## config.mk

```make
export PLATFORM = sky130hd
export DESIGN_NAME = dffnsnq_bist_ctrl_flat
export DESIGN_NICKNAME = d
export VERILOG_FILES = /design/src/rtl/dffnsnq_bist_ctrl_if.sv /design/src/rtl/dffnsnq_bist_ctrl.sv /design/src/flat_wrapper.sv
export SDC_FILE = /design/constraint.sdc
export NUM_CORES = 1
export LEC_CHECK = 0
export ABC_CLOCK_PERIOD_IN_PS = 2450
export CAP_MARGIN = 5
export CORE_ASPECT_RATIO = 2
export CORE_UTILIZATION = 55
export DETAILED_ROUTE_END_ITERATION = 12
export DONT_BUFFER_PORTS = 1
export HOLD_SLACK_MARGIN = 0.1
export PLACE_DENSITY = 0.69
export SLEW_MARGIN = 25
export SYNTH_ARGS = -nofsm -noshare
export SYNTH_HDL_FRONTEND = slang
export SYNTH_SLANG_ARGS = --single-unit
```

## constraint.sdc

```tcl
create_clock -name CLK -period 2.45 [get_ports CLK]
set_input_delay 0.1225 -clock CLK [delete_from_list [all_inputs] [get_ports CLK]]
set_output_delay 0.1225 -clock CLK [all_outputs]
set_load 0.01 [all_outputs]
```

## src/rtl/dffnsnq_bist_ctrl_if.sv

```systemverilog
// Bus between the dffnsnq BIST controller and its environment: run control,
// status, and the stimulus/response pins of the cell under test.
interface dffnsnq_bist_ctrl_if #(
  parameter int unsigned CNT_W = 16
);
  logic             START;
  logic             DUT_Q;
  logic             DUT_CLKN;
  logic             DUT_D;
  logic             DUT_SETN;
  logic             BUSY;
  logic             DONE;
  logic             PASS;
  logic [CNT_W-1:0] ERR_CNT;
  logic [CNT_W-1:0] FIRST_FAIL_IDX;

  modport master (
    output START, DUT_Q,
    input  DUT_CLKN, DUT_D, DUT_SETN, BUSY, DONE, PASS, ERR_CNT, FIRST_FAIL_IDX
  );

  modport slave (
    input  START, DUT_Q,
    output DUT_CLKN, DUT_D, DUT_SETN, BUSY, DONE, PASS, ERR_CNT, FIRST_FAIL_IDX
  );
endinterface

```

## src/rtl/dffnsnq_bist_ctrl.sv

```systemverilog
// BIST controller for a negative-edge, set-on-low D flip-flop cell: LFSR-driven
// 4-phase stimulus per vector, response check against a behavioural model.
module dffnsnq_bist_ctrl #(
  parameter int unsigned NUM_VEC = 256,
  parameter logic [15:0] SEED    = 16'hACE1,
  parameter int unsigned CNT_W   = 16
) (
  input logic                CLK,
  input logic                RN,
  dffnsnq_bist_ctrl_if.slave bus
);

  localparam logic [1:0] S_IDLE = 2'd0;
  localparam logic [1:0] S_RUN  = 2'd1;
  localparam logic [1:0] S_DONE = 2'd2;

  localparam logic [15:0]      LAST_VEC = 16'(NUM_VEC - 1);
  localparam logic [CNT_W-1:0] CNT_MAX  = {CNT_W{1'b1}};
  localparam logic [CNT_W-1:0] CNT_ONE  = {{(CNT_W-1){1'b0}}, 1'b1};

  logic [1:0]       state_q, state_d;
  logic [1:0]       phase_q, phase_d;
  logic [15:0]      vec_q, vec_d;
  logic [15:0]      lfsr_q, lfsr_d;
  logic             clkn_q, clkn_d;
  logic             dout_q, dout_d;
  logic             setn_q, setn_d;
  logic [CNT_W-1:0] err_q, err_d;
  logic [CNT_W-1:0] ffi_q, ffi_d;
  logic             busy_q, busy_d;
  logic             done_q, done_d;
  logic             pass_q, pass_d;

  logic [15:0] lfsr_nx_s;
  logic        exp_s;
  logic        miss_s;

  // Fibonacci taps 16,14,13,11; the expected Q honours the asynchronous set.
  assign lfsr_nx_s = {lfsr_q[14:0], lfsr_q[15] ^ lfsr_q[13] ^ lfsr_q[12] ^ lfsr_q[10]};
  assign exp_s     = setn_q ? dout_q : 1'b1;
  assign miss_s    = (bus.DUT_Q != exp_s);

  always_comb begin
    state_d = state_q;
    phase_d = phase_q;
    vec_d   = vec_q;
    lfsr_d  = lfsr_q;
    clkn_d  = clkn_q;
    dout_d  = dout_q;
    setn_d  = setn_q;
    err_d   = err_q;
    ffi_d   = ffi_q;
    pass_d  = pass_q;
    case (state_q)
      S_IDLE, S_DONE: begin
        if (bus.START) begin
          state_d = S_RUN;
          phase_d = 2'd0;
          vec_d   = 16'd0;
          lfsr_d  = SEED;
          clkn_d  = 1'b1;
          dout_d  = SEED[0];
          setn_d  = (SEED[3:1] != 3'b000);
          err_d   = {CNT_W{1'b0}};
          ffi_d   = CNT_MAX;
          pass_d  = 1'b0;
        end else begin
          state_d = state_q;
        end
      end
      S_RUN: begin
        case (phase_q)
          2'd0: begin
            clkn_d  = 1'b0;
            phase_d = 2'd1;
          end
          2'd1: phase_d = 2'd2;
          2'd2: begin
            clkn_d  = 1'b1;
            phase_d = 2'd3;
          end
          2'd3: begin
            if (miss_s) begin
              err_d = (err_q == CNT_MAX) ? CNT_MAX : err_q + CNT_ONE;
              ffi_d = (ffi_q == CNT_MAX) ? CNT_W'(vec_q) : ffi_q;
            end else begin
              err_d = err_q;
            end
            lfsr_d = lfsr_nx_s;
            vec_d  = vec_q + 16'd1;
            // Last vector parks the cell in the set state.
            if (vec_q == LAST_VEC) begin
              state_d = S_DONE;
              clkn_d  = 1'b1;
              dout_d  = 1'b0;
              setn_d  = 1'b0;
              pass_d  = (err_d == {CNT_W{1'b0}});
            end else begin
              phase_d = 2'd0;
              dout_d  = lfsr_nx_s[0];
              setn_d  = (lfsr_nx_s[3:1] != 3'b000);
            end
          end
          default: phase_d = 2'd0;
        endcase
      end
      default: state_d = S_IDLE;
    endcase
    busy_d = (state_d == S_RUN);
    done_d = (state_d == S_DONE);
  end

  always_ff @(posedge CLK or negedge RN) begin
    if (!RN) begin
      state_q <= S_IDLE;
      phase_q <= 2'd0;
      vec_q   <= 16'd0;
      lfsr_q  <= SEED;
      clkn_q  <= 1'b1;
      dout_q  <= 1'b0;
      setn_q  <= 1'b0;
      err_q   <= {CNT_W{1'b0}};
      ffi_q   <= CNT_MAX;
      busy_q  <= 1'b0;
      done_q  <= 1'b0;
      pass_q  <= 1'b0;
    end else begin
      state_q <= state_d;
      phase_q <= phase_d;
      vec_q   <= vec_d;
      lfsr_q  <= lfsr_d;
      clkn_q  <= clkn_d;
      dout_q  <= dout_d;
      setn_q  <= setn_d;
      err_q   <= err_d;
      ffi_q   <= ffi_d;
      busy_q  <= busy_d;
      done_q  <= done_d;
      pass_q  <= pass_d;
    end
  end

  assign bus.DUT_CLKN       = clkn_q;
  assign bus.DUT_D          = dout_q;
  assign bus.DUT_SETN       = setn_q;
  assign bus.BUSY           = busy_q;
  assign bus.DONE           = done_q;
  assign bus.PASS           = pass_q;
  assign bus.ERR_CNT        = err_q;
  assign bus.FIRST_FAIL_IDX = ffi_q;

endmodule
```

## src/flat_wrapper.sv

```systemverilog
// flat-port wrapper written by rule: the top's interface ports become plain ports
module dffnsnq_bist_ctrl_flat 
#(
  parameter int unsigned NUM_VEC = 256,
  parameter logic [15:0] SEED    = 16'hACE1,
  parameter int unsigned CNT_W   = 16
)
  (CLK, RN, bus_START, bus_DUT_Q, bus_DUT_CLKN, bus_DUT_D, bus_DUT_SETN, bus_BUSY, bus_DONE, bus_PASS, bus_ERR_CNT, bus_FIRST_FAIL_IDX);
  dffnsnq_bist_ctrl_if #(.CNT_W(CNT_W)) bus_i ();
  input logic CLK;
  input logic RN;
  input wire logic [$bits(bus_i.START)-1:0] bus_START;
  input wire logic [$bits(bus_i.DUT_Q)-1:0] bus_DUT_Q;
  output wire logic [$bits(bus_i.DUT_CLKN)-1:0] bus_DUT_CLKN;
  output wire logic [$bits(bus_i.DUT_D)-1:0] bus_DUT_D;
  output wire logic [$bits(bus_i.DUT_SETN)-1:0] bus_DUT_SETN;
  output wire logic [$bits(bus_i.BUSY)-1:0] bus_BUSY;
  output wire logic [$bits(bus_i.DONE)-1:0] bus_DONE;
  output wire logic [$bits(bus_i.PASS)-1:0] bus_PASS;
  output wire logic [$bits(bus_i.ERR_CNT)-1:0] bus_ERR_CNT;
  output wire logic [$bits(bus_i.FIRST_FAIL_IDX)-1:0] bus_FIRST_FAIL_IDX;
  assign bus_i.START = bus_START;
  assign bus_i.DUT_Q = bus_DUT_Q;
  assign bus_DUT_CLKN = bus_i.DUT_CLKN;
  assign bus_DUT_D = bus_i.DUT_D;
  assign bus_DUT_SETN = bus_i.DUT_SETN;
  assign bus_BUSY = bus_i.BUSY;
  assign bus_DONE = bus_i.DONE;
  assign bus_PASS = bus_i.PASS;
  assign bus_ERR_CNT = bus_i.ERR_CNT;
  assign bus_FIRST_FAIL_IDX = bus_i.FIRST_FAIL_IDX;
  dffnsnq_bist_ctrl #(.NUM_VEC(NUM_VEC), .SEED(SEED), .CNT_W(CNT_W)) u_core (.CLK(CLK), .RN(RN), .bus(bus_i));
endmodule
```

After elaboration in Yosys (flattened, before gate mapping)
Index checks and enable logic that the tools add are counted.

operators by class
  add/subtract/negate cells = 2
  eq/ne operators = 19
  reduce and logical (&&, ||, !) cells = 11
  bitwise gates (word level) = 3
  multiplexer cells = 40

operators by type and width
  kind                     count
  $mux W16                 13
  $pmux W16 S2             4
  $add A16 B1 Y16 const B  2
  $eq A16 B16 Y1 const B   2
  $eq A16 B8 Y1 const B    1
  $logic_not A16 Y1        1
  $mux W1                  10
  $mux W2                  5
  $eq A2 B2 Y1 const B     4
  $ne A2 B1 Y1 const B     4
  $pmux W1 S2              4
  $pmux W2 S2              2
  $pmux W2 S4              1
  $reduce_and A4 Y1        2
  $eq A2 B1 Y1 const B     3
  $reduce_and A3 Y1        2
  $reduce_and A5 Y1        1
  $logic_not A2 Y1         2
  $ne A4 B3 Y1 const B     1
  $ne A3 B2 Y1 const B     1
  $ne A3 B3 Y1 const B     1
  $pmux W1 S3              1
  $reduce_bool A3 Y1       1
  $xor A1 B1 Y1            3
  other kinds (4)          4

word-level totals
  word-level logic and storage cells = 87
  register bits = 74

Logic depth before layout (Yosys ltp)
  depth in word-level cells = 9
  mapped depth = 8
  gate-level depth less buffers = 7

Worst setup path after synthesis
Ideal clock, no wire load.

  kind = register to register
  from = register u_core.err_q[0] (netlist: u_core.bus.ERR_CNT[0])
  to = register u_core.pass_q (netlist: u_core.bus.PASS)
  required time = 2.355 ns
  cell stages (with the launch flop) = 8
  buffers on the path = 0
  period minus slack after synthesis = 2.008 ns
  slack = 0.442 ns
  arrival = 1.912 ns
  cell sequence = dfrtp_1 > ha_1 > nand3_1 > nor4_4 > or4_1 > o21ai_1 > o2111ai_1 > o31ai_1

between the ends
  word-level cells in the longest chain between the ends = 9
  elaborated cells between the ends (all ways) = 10
  those cells by class = 1 x add/sub; 1 x eq/ne; 7 x mux; 1 x reduce/logical

ends and longest elaborated chain
  item                                               RTL line                  text
  from (decl)                                        dffnsnq_bist_ctrl.sv:28   logic [CNT_W-1:0] err_q, err_d;
  from (signal assigned)                             dffnsnq_bist_ctrl.sv:122  err_q <= {CNT_W{1'b0}};
  from (signal assigned)                             dffnsnq_bist_ctrl.sv:135  err_q <= err_d;
  $add A16 B1 Y16 or $eq A16 B16 Y1 (tied branches)  dffnsnq_bist_ctrl.sv:84   err_d = (err_q == CNT_MAX) ? CNT_MAX : err_q + CNT_ONE;
  $mux W16                                           dffnsnq_bist_ctrl.sv:84
  $mux W16 *                                         dffnsnq_bist_ctrl.sv:83   if (miss_s) begin
  $mux W16 *                                         dffnsnq_bist_ctrl.sv:72   case (phase_q)
  $mux W16 *                                         dffnsnq_bist_ctrl.sv:54   case (state_q)
  $logic_not A16 Y1 *                                dffnsnq_bist_ctrl.sv:97   pass_d = (err_d == {CNT_W{1'b0}});
  $mux W1 *                                          dffnsnq_bist_ctrl.sv:92   if (vec_q == LAST_VEC) begin
  $mux W1 *                                          dffnsnq_bist_ctrl.sv:72
  $pmux W1 S2 *                                      dffnsnq_bist_ctrl.sv:54
  to (signal assigned)                               dffnsnq_bist_ctrl.sv:139  pass_q <= pass_d;
  to (decl)                                          dffnsnq_bist_ctrl.sv:32   logic pass_q, pass_d;

Every way passes the cells marked *; elsewhere a longest branch is shown, timed or not. The select of a mux whose other input is x is not followed.
A chain may end at the register's enable or synchronous reset.

Worst setup path after layout
  from = register u_core.err_q[8] (netlist: u_core.bus.ERR_CNT[8])
  to = register u_core.err_q[6] (netlist: u_core.bus.ERR_CNT[6])

between the ends
  word-level cells in the longest chain between the ends = 7

ends and longest elaborated chain
  item            RTL line
  $eq A16 B16 Y1  dffnsnq_bist_ctrl.sv:84
  $mux W16        dffnsnq_bist_ctrl.sv:84
  $mux W16        dffnsnq_bist_ctrl.sv:83
  $mux W16        dffnsnq_bist_ctrl.sv:72
  $mux W16        dffnsnq_bist_ctrl.sv:54
  $mux W16        dffnsnq_bist_ctrl.sv:72
  $pmux W16 S2    dffnsnq_bist_ctrl.sv:54

No other way between the ends. The select of a mux whose other input is x is not followed.

==> results.json <==
{
  "crit_path_start_kind": "flip-flop",
  "wl_met3_um": 498,
  "io_buffers": 0,
  "ys_ff_latch": 74,
  "p_comb_share_pct": 29.6,
  "max_freq_ghz": 0.448,
  "synthFlopType": "dfrtp_1",
  "postCtsSetupBuffers": 0,
  "worstPathArrival_ns": 2.47,
  "die_h_um": 121,
  "crit_fanout": 10,
  "finalHoldViolCount": 0,
  "slew_viol_final": 0,
  "yosys_warnings": 0,
  "regToRegEndpoint": "u_core.bus.ERR_CNT[6]$_DFFE_PN0P_",
  "dp_hpwl_um": 7030,
  "hold_depth": 2,
  "grt_pass1_vias": 3444,
  "ir_worst_vdd_mv": 0.955,
  "cts_buffers": 9,
  "die_w_um": 61.4,
  "ys_async_sr_fraction_pct": 100,
  "drive_gt1_share_pct": 16.7,
  "area_growth_pct": 12.5,
  "powerDensity_nw_per_um2": 1100,
  "drc": 0,
  "relSlewSlack_pct": 63.4,
  "die_area_um2": 7430,
  "synth_cells": 428,
  "synth_area_um2": 3890,
  "clock_path_buffers": 2,
  "cts_num_sinks": 74,
  "num_vias": 3250,
  "swShare_pct": 37.6,
  "hold_class": "input port to flip-flop",
  "wl_met2_um": 5330,
  "grt_overflow": 0,
  "nNetsFinal": 448,
  "crit_path_end_kind": "flip-flop",
  "routed_wl_um": 9870,
  "fin_crit_sh_pct": 91.1,
  "syn_nets": 438,
  "clockPowerShare_pct": 24.9,
  "setup_slack_ns": 0.219,
  "regArea_um2": 1880,
  "top_layer_used": "met4",
  "pre_cts_ws_ns": 0.289,
  "finClkSkew_ns": 0.00691,
  "ant_nets": 0,
  "intPower_mw": 3.01,
  "ys_seq_area_share_pct": 48.5,
  "wl_met1_um": 3520,
  "core_um2": 6890,
  "cp.required_ns": 2.69,
  "num_io_pins": 42,
  "setup_viol": 0,
  "cts_tree": "built",
  "drt_first_iter_violations": 267,
  "diodes": 0,
  "grt_antenna_before_repair": 0,
  "clockRootBuffer": "clkbuf_16",
  "fill_cells": 633,
  "worstMarginPinSlew_ns": 0.545,
  "reg2reg_from": "u_core.bus.ERR_CNT[8]$_DFFE_PN0P_",
  "gp_congestion": 1.00,
  "grt_use_total_pct": 30.6,
  "r2r_cells": 6,
  "clk_pin_slew_ns": 0.06,
  "h-tree-depth": 3,
  "avgSynthCellArea_um2": 9.08,
  "reg2reg_slack_ns": 0.22,
  "grt_max_degree": 75,
  "p_sw_mw": 1.81,
  "p_leak_nw": 1.87,
  "rows": 43,
  "rsz0062_at_grt": "no",
  "final.setup.tns_ns": 0,
  "synth_cell_types": 55,
  "routedWlPerCell_um": 18.5,
  "min_to": "u_core.vec_q[3]$_DFFE_PN0P_",
  "power_frac_seq_pct": 45.5,
  "outcome": "completed",
  "holdCritStartpoint": "bus_START",
  "start_util_pct": 56.4,
  "synth_edf_count": 0,
  "vias_per_cell": 6.10,
  "clkLatencyLatePin_ns": 0.34,
  "fin_crit_ns": 2.23,
  "crit_type": "flip-flop to flip-flop",
  "multiInputGateArea_um2": 1880,
  "firstDrtPassIters": 5,
  "grt_pass1_wl_um": 16200,
  "drv_cap": 0
}
## sequential cells by signal (all words and copies together), names as in the netlist
name and count:
u_core.vec_q 16, u_core.bus.BUSY 1, u_core.bus.PASS 1, u_core.bus.DUT_CLKN 1, u_core.bus.FIRST_FAIL_IDX 16, u_core.bus.DUT_D 1, u_core.bus.DUT_SETN 1, u_core.bus.ERR_CNT 16
u_core.state_q 2, u_core.lfsr_q 16, u_core.bus.DONE 1, u_core.phase_q 2
## how the worst max path moves through the flow
stage / start / to / slack, ns / cells after the start
after global placement: u_core.bus.ERR_CNT[8]$_DFFE_PN0P_ / u_core.bus.ERR_CNT[6]$_DFFE_PN0P_ / 0.29 / 6
after floorplan: u_core.bus.ERR_CNT[0]$_DFFE_PN0P_ / u_core.bus.PASS$_DFFE_PN0P_ / 0.44 / 7
final: u_core.bus.ERR_CNT[8]$_DFFE_PN0P_ / u_core.bus.ERR_CNT[6]$_DFFE_PN0P_ / 0.22 / 6
after CTS: u_core.bus.ERR_CNT[8]$_DFFE_PN0P_ / u_core.bus.ERR_CNT[6]$_DFFE_PN0P_ / 0.27 / 6
after detailed placement: u_core.bus.ERR_CNT[8]$_DFFE_PN0P_ / u_core.bus.ERR_CNT[6]$_DFFE_PN0P_ / 0.29 / 6
after global routing: u_core.bus.ERR_CNT[3]$_DFFE_PN0P_ / u_core.bus.PASS$_DFFE_PN0P_ / 0.03 / 6
## synth_stat cells (all sizes together), types with 9 or more instances
cell	instances	area [um2]
nor2	80	300
dfrtp	49	1230
a21oi	35	175
nand2	35	141
dfstp	25	657
nor3	20	100
nand4	19	125
o21ai	18	90.1
clkbuf	17	63.8
nand3	17	85.1
xor2	12	105
xnor2	10	87.6
buf	9	51.3
## critical path, stage by stage, from the launching register on
cell and delay [ns]:
dfrtp_1 0.52, nand4_2 0.27, nor4_4 0.59, nand2_4 0.19
nand2_2 0.18, nor3_1 0.09, a311oi_1 0.29
## timing repair
item	in CTS	in global routing
endpoints found under the hold margin	76	0
hold buffers	3	0
setup endpoints to repair	0	0
gates resized for setup	0	0
## routing by layer
layer  vias to the layer above  track usage (%)
met2                       132             50.1
met5                         -                0
met3                        43             8.74
li1                       1535                -
met4                         0             21.3
met1                      1540             32.2
## power groups by stage
| stage | Combinational (mW) | Sequential, mW | Clock (mW) |
|---|---|---|---|
| after floorplan | 1.01 | 2.13 | 0 |
| after global placement | 1.37 | 2.19 | 0 |
| after detailed placement | 1.40 | 2.20 | 0 |
| after CTS | 1.43 | 2.19 | 1.22 |
| after global routing | 1.63 | 2.24 | 1.28 |
| final | 1.43 | 2.19 | 1.20 |
## final cells by class
cell class | instances | share of cell area [%]
clock buffers | 13 | 5.72
multi-input cells | 323 | 42.9
clock inverters | 3 | 0.401
inverters | 5 | 0.429
flip-flops and latches | 74 | 43.1
repair buffers | 25 | 4.87
well taps | 90 | 2.58
## layout by cell type, fill, tap and decap left out, types with 4 or more instances in the layout
| cell type | instances |
|---|---|
| o21ai_0 | 17 |
| nor3_1 | 20 |
| buf_4 | 22 |
| nand2b_1 | 4 |
| a21oi_1 | 35 |
| dfrtp_1 | 49 |
| nand4_1 | 18 |
| o31ai_1 | 6 |
| nand3_1 | 17 |
| dfstp_2 | 25 |
| ha_1 | 6 |
| a311oi_1 | 4 |
| inv_1 | 5 |
| xor2_1 | 12 |
| xnor2_1 | 10 |
| mux2i_1 | 4 |
| and4_1 | 5 |
| nand2_1 | 33 |
| nor2_1 | 78 |
| clkbuf_16 | 9 |
## through the flow
step                      instance area (um2)  hold slack, ns  cells  total power [mW]  utilization [%]
after CTS                                4370           0.100    533              4.84             63.5
after global routing                     4370           0.129    533              5.15             63.5
after detailed placement                 4060          -0.172    514              3.60             58.9
after floorplan                          3890          -0.173    428              3.14                -
after global placement                   4060          -0.172    514              3.56             58.9
final                                    4370           0.109    533              4.82             63.5
## logic make-up (layout without fill, tap and decap cells)
group / Yosys count / in the layout / synth area share (%)
and+or+nand+nor: 204 / 204 / 26.1
AOI/OAI and AO/OA: 86 / 86 / 13.8
DFF: 74 / 74 / 48.5
buffers and inverters: 31 / 46 / 3.44
xor gates and xnor gates: 22 / 22 / 4.96
adders and majority gates: 6 / 6 / 1.93
muxes: 5 / 5 / 1.32
Power figures use the tool's default switching activity.
